**src/rtl/branch_target_buffer.sv**
```systemverilog
// Direct-mapped branch target buffer for the fetch stage.
// Each entry holds a valid bit, a tag, a target address and a 2-bit
// saturating taken/not-taken counter. Lookup is combinational on the
// fetch PC; resolved branches from execute update the table on the clock.
module branch_target_buffer #(
  parameter int ENTRIES = 16,
  parameter int IDX_W   = $clog2(ENTRIES)
) (
  input  logic        clk,
  input  logic        rst,
  input  logic [31:0] fetch_pc,
  output logic        predictedTaken,
  output logic [31:0] predicted_target,
  input  logic        update_btb,
  input  logic [31:0] ex_pc,
  input  logic        ex_taken,
  input  logic [31:0] calc_jump_addr,
  input  logic        pipeline_flush,
  output logic        hit
);

  localparam int TAG_W = 30 - IDX_W;

  // Counter states: 00 strong-NT, 01 weak-NT, 10 weak-T, 11 strong-T.
  localparam logic [1:0] CTR_WEAK_NT = 2'b01;
  localparam logic [1:0] CTR_WEAK_T  = 2'b10;

  // Saturating increment of the 2-bit direction counter.
  function automatic logic [1:0] sat_inc(input logic [1:0] c);
    logic [1:0] r;
    case (c)
      2'b00:   r = 2'b01;
      2'b01:   r = 2'b10;
      2'b10:   r = 2'b11;
      2'b11:   r = 2'b11;
      default: r = CTR_WEAK_NT;
    endcase
    return r;
  endfunction

  // Saturating decrement of the 2-bit direction counter.
  function automatic logic [1:0] sat_dec(input logic [1:0] c);
    logic [1:0] r;
    case (c)
      2'b00:   r = 2'b00;
      2'b01:   r = 2'b00;
      2'b10:   r = 2'b01;
      2'b11:   r = 2'b10;
      default: r = CTR_WEAK_NT;
    endcase
    return r;
  endfunction

  logic             valid_r  [ENTRIES];
  logic [TAG_W-1:0] tag_r    [ENTRIES];
  logic [31:0]      target_r [ENTRIES];
  logic [1:0]       ctr_r    [ENTRIES];

  logic [IDX_W-1:0] fetch_idx_s;
  logic [TAG_W-1:0] fetch_tag_s;
  logic [IDX_W-1:0] ex_idx_s;
  logic [TAG_W-1:0] ex_tag_s;
  logic             ex_hit_s;
  logic             update_accept_s;

  assign fetch_idx_s     = fetch_pc[IDX_W+1:2];
  assign fetch_tag_s     = fetch_pc[31:IDX_W+2];
  assign ex_idx_s        = ex_pc[IDX_W+1:2];
  assign ex_tag_s        = ex_pc[31:IDX_W+2];
  assign ex_hit_s        = valid_r[ex_idx_s] && (tag_r[ex_idx_s] == ex_tag_s);
  assign update_accept_s = update_btb && !pipeline_flush;

  // Zero-latency lookup; a target is only driven when the prediction is taken.
  always_comb begin
    hit              = 1'b0;
    predictedTaken   = 1'b0;
    predicted_target = 32'h0000_0000;
    if (valid_r[fetch_idx_s] && (tag_r[fetch_idx_s] == fetch_tag_s)) begin
      hit = 1'b1;
      if (ctr_r[fetch_idx_s][1]) begin
        predictedTaken   = 1'b1;
        predicted_target = target_r[fetch_idx_s];
      end else begin
        predictedTaken   = 1'b0;
        predicted_target = 32'h0000_0000;
      end
    end else begin
      hit              = 1'b0;
      predictedTaken   = 1'b0;
      predicted_target = 32'h0000_0000;
    end
  end

  // Table update: reset wins; otherwise train on hit, allocate on taken miss only.
  always_ff @(posedge clk) begin
    if (rst) begin
      for (int i = 0; i < ENTRIES; i++) begin
        valid_r[i] <= 1'b0;
        ctr_r[i]   <= CTR_WEAK_NT;
      end
    end else if (update_accept_s) begin
      if (ex_hit_s) begin
        if (ex_taken) begin
          ctr_r[ex_idx_s]    <= sat_inc(ctr_r[ex_idx_s]);
          target_r[ex_idx_s] <= calc_jump_addr;
        end else begin
          ctr_r[ex_idx_s]    <= sat_dec(ctr_r[ex_idx_s]);
        end
      end else if (ex_taken) begin
        valid_r[ex_idx_s]  <= 1'b1;
        tag_r[ex_idx_s]    <= ex_tag_s;
        target_r[ex_idx_s] <= calc_jump_addr;
        ctr_r[ex_idx_s]    <= CTR_WEAK_T;
      end
    end
  end

endmodule

```
**config.mk**
```make
export PLATFORM = sky130hd
export DESIGN_NAME = branch_target_buffer
export DESIGN_NICKNAME = d
export VERILOG_FILES = /design/src/rtl/branch_target_buffer.sv
export SDC_FILE = /design/constraint.sdc
export NUM_CORES = 1
export LEC_CHECK = 0
export CELL_PAD_IN_SITES_DETAIL_PLACEMENT = 2
export CELL_PAD_IN_SITES_GLOBAL_PLACEMENT = 2
export CORE_ASPECT_RATIO = 1.75
export CORE_MARGIN = 1
export CORE_UTILIZATION = 51
export CTS_BUF_LIST = sky130_fd_sc_hd__clkbuf_8
export DETAILED_ROUTE_END_ITERATION = 6
export HOLD_SLACK_MARGIN = 0.15
export MAX_ROUTING_LAYER = met4
export PLACE_DENSITY_LB_ADDON = 0.25
export SLEW_MARGIN = 20
export SYNTH_ARGS = -nofsm -noshare
export SYNTH_HDL_FRONTEND = slang
export SYNTH_SLANG_ARGS = --single-unit
```
**constraint.sdc**
```tcl
create_clock -name clk -period 8.9 [get_ports clk]
set_input_delay 2.67 -clock clk [delete_from_list [all_inputs] [get_ports clk]]
set_output_delay 2.67 -clock clk [all_outputs]
set_load 0.1 [all_outputs]
```
==> flow_summary.ini, run 1 <==
[run_status]
status = complete, no violations

[setup_path]
r2r_slack_ns = 4.21
cp_data_required_time_ns = 6.23
end_kind = output pin
startpoint = fetch_pc[2]
reg2reg_to = tag_r[6][18]
critPathLaunchType = primary input
cp_max_fo = 17
reg2reg_from = tag_r[10][0]
reg2reg_depth = 10
crit_arrival_ns = 6.19
crit_type = primary input to output pin

[sta]
min_period_ns = 8.86
max_freq_mhz = 113
rsz0062_at_grt = no
worst_pin_slew_ns = 1.18
max_slew_margin = 0.214
hold_violations = 0
min_period_over_period = 0.995
fin_ws_ns = 0.0429
final.setup.tns_ns = 0
fin_hold_ws_ns = 0.501
setup_viol_count_final = 0
slew_violations = 0
fin_skew_ns = 0.0525

[power]
p_int_mw = 7.09
swShare = 0.245
pwr-share-clk = 0.380
ir_worst_vdd_v = 0.000214
power_density_nw_per_um2 = 192
p_leak_nw = 15.8
power.total_mw = 9.39
p_comb_frac = 0.079
p_seq_frac = 0.540
switchingPower_mw = 2.30

[clock_tree]
cts.sinks = 976
path_clk_slew_ns = 0.07
clk-insertion-delay-late_ns = 0.89
cts_root_buf = clkbuf_8
htreeDepth = 4
cts.path.max_buffers = 3
cts_made_buffers = 147
tritoncts = built

[grt]
grt_first_pass_wirelength_mm = 199
use_met3 = 0.0702
grt_most_used_layer = met2
use_met1 = 0.404
grt_overflow = 0
first_global_vias = 26300
grt_max_degree = 82
grtUsageMet2 = 0.606
grt_antenna_before_repair = 10
grt_use_total = 0.358

[logic_synthesis]
synthCells = 1993
synth.net_count = 2094
ys_warn_count = 0
synthArstFlopShare = 0
ys_seq_area_frac = 0.693
synth.avg_cell_area_um2 = 21.1
ys_ff_latch = 976
syn_area_um2 = 42100
synthDistinctLibCells = 57
synth-edff-count = 960
ys.flop_type = edfxtp_1

[place]
hpwlAfterDp_mm = 85.2
port_buffers = 130
placed_cells = 3149
dpl_worst_slack_ns = -0.409
placed_area_um2 = 45600
globalplace.congestion = 0.816

[flow_run]
maxCapViolCount = 0

[route]
drc_errors = 0
via_per_inst = 6.86
route.vias.total = 23700
wirelength_mm = 141
wl_per_cell_um = 40.9
drtAntennaViolNets = 0
drtPass1Iterations = 5
drt_iter0_drc = 2485

[floorplanning]
die_h_um = 382
io-pin-count = 135
start_util = 0.514
die_w_um = 219
row_count = 139
core_um2 = 81900
dieArea_um2 = 83700

[hold_path]
hp-class = flip-flop to flip-flop
min-delay-start = valid_r[9]
hold_end = valid_r[9]
holdPathStages = 2

[final_layout]
postLayoutCellArea_um2 = 48900
drive_above_1_share = 0.365
nets = 2384
fin_cells = 3461
area_delta_synth_final_pct = 16.2
final_util = 0.597
-- sequential cells by signal, summed over array words and instances (netlist names) --
| register | flops |
|---|---|
| target_r | 512 |
| tag_r | 416 |
| valid_r | 16 |
| ctr_r | 32 |
-- critical path, cell delays in order --
cell and delay, ns:
buf_16 0.14, buf_12 0.15, buf_4 0.11, mux4_2 0.52
mux4_2 0.53, xnor2_2 0.22, nand4_1 0.21, buf_6 0.20
nor4_2 0.26, buf_4 0.19, nand4_1 0.18, inv_2 0.16
buf_12 0.18, and3_1 0.26, buf_12 0.20
-- per-layer routing --
layer	wire length, µm	vias to the layer above
met5	0	-
met4	7820	0
met3	8690	397
met2	75300	1241
met1	49700	12900
li1	-	9169
-- placed cells by master (no fill, tap or decap), drive strengths merged, types with 5 or more instances in the layout --
master	count
diode	10
and4	17
xnor2	34
mux4	379
edfxtp	960
a211oi	6
xor2	29
nor2b	8
and3	36
mux2	19
o32ai	16
clkinvlp	10
nand2	24
nor3	21
a22oi	23
buf	199
a221oi	6
clkinv	51
o22ai	11
a21oi	6
nor4	9
nor2	28
mux2i	89
inv	66
nand2b	5
a31o	16
clkbuf	154
clkdlybuf4s50	88
nand4	25
dfxtp	16
-- synth_stat cells (19+ instances only) --
master    instances  share of area
a22oi_1          23         0.0041
and3_1           36         0.0054
buf_2            42         0.0050
clkbuf_1         74         0.0066
edfxtp_1        960           0.69
inv_1            23         0.0021
mux2_2           19         0.0051
mux2i_1          89          0.021
mux4_2          376           0.20
nand2_1          24         0.0021
nand4_1          25         0.0037
nor2_1           28         0.0025
nor3_1           21         0.0025
xnor2_1          34         0.0071
xor2_1           29         0.0060
-- kinds of logic (layout without fill, tap and decap cells) --
group | after synthesis | in the layout | share of synthesized area
AO/OA/AOI/OAI | 110 | 110 | 0.0209
XOR/XNOR | 63 | 63 | 0.0131
buffers and inverters | 171 | 572 | 0.0182
flip-flops | 976 | 976 | 0.693
multiplexers | 487 | 487 | 0.229
other | 0 | 10 | 0
AND/OR/NAND/NOR | 186 | 186 | 0.0256
-- power by group through the flow --
| stage | sequential (mW) | clock, mW | combinational [mW] |
|---|---|---|---|
| detailed placement | 5.17 | 0 | 0.707 |
| floorplan | 5.17 | 0 | 0.401 |
| global route | 5.08 | 3.79 | 0.771 |
| CTS | 5.08 | 3.64 | 0.728 |
| finish | 5.08 | 3.57 | 0.744 |
| global placement | 5.17 | 0 | 0.664 |
-- worst max-delay path by stage --
| stage | endpoint | slack, ns |
|---|---|---|
| floorplan | predicted_target[23] | -0.01 |
| global placement | predicted_target[12] | -0.29 |
| detailed placement | predicted_target[10] | -0.41 |
| CTS | predicted_target[15] | 0.02 |
| global route | predicted_target[12] | 0.003 |
| finish | predicted_target[18] | 0.04 |
-- repair_timing --
action	in CTS	in global routing
cloned	2	1
resized for setup	17	16
buffers inserted	12	27
hold buffers	0	0
pin swaps	3	4
setup endpoints to repair	34	33
-- final cells by class --
type	instances	area, µm²
diodes	10	25.0
flip-flops and latches	976	29100
clock buffers	152	2090
fillers	6408	33000
inverters	23	90.1
clock inverters	108	594
well taps	1057	1320
multi-input cells	846	12500
repair buffers	289	3110
No activity file was read; power rests on OpenSTA's default activity.
==> run 2, diff against run 1 <==
- HOLD_SLACK_MARGIN: 0.15 -> unset
==> results of run 2 <==
Final layout, timing and power as in run 1 (identical DEF).
==> run 3, diff against run 2 <==
- HOLD_SLACK_MARGIN: unset -> 0.12
==> results of run 3 <==
Final layout, timing and power as in run 1 (identical DEF).
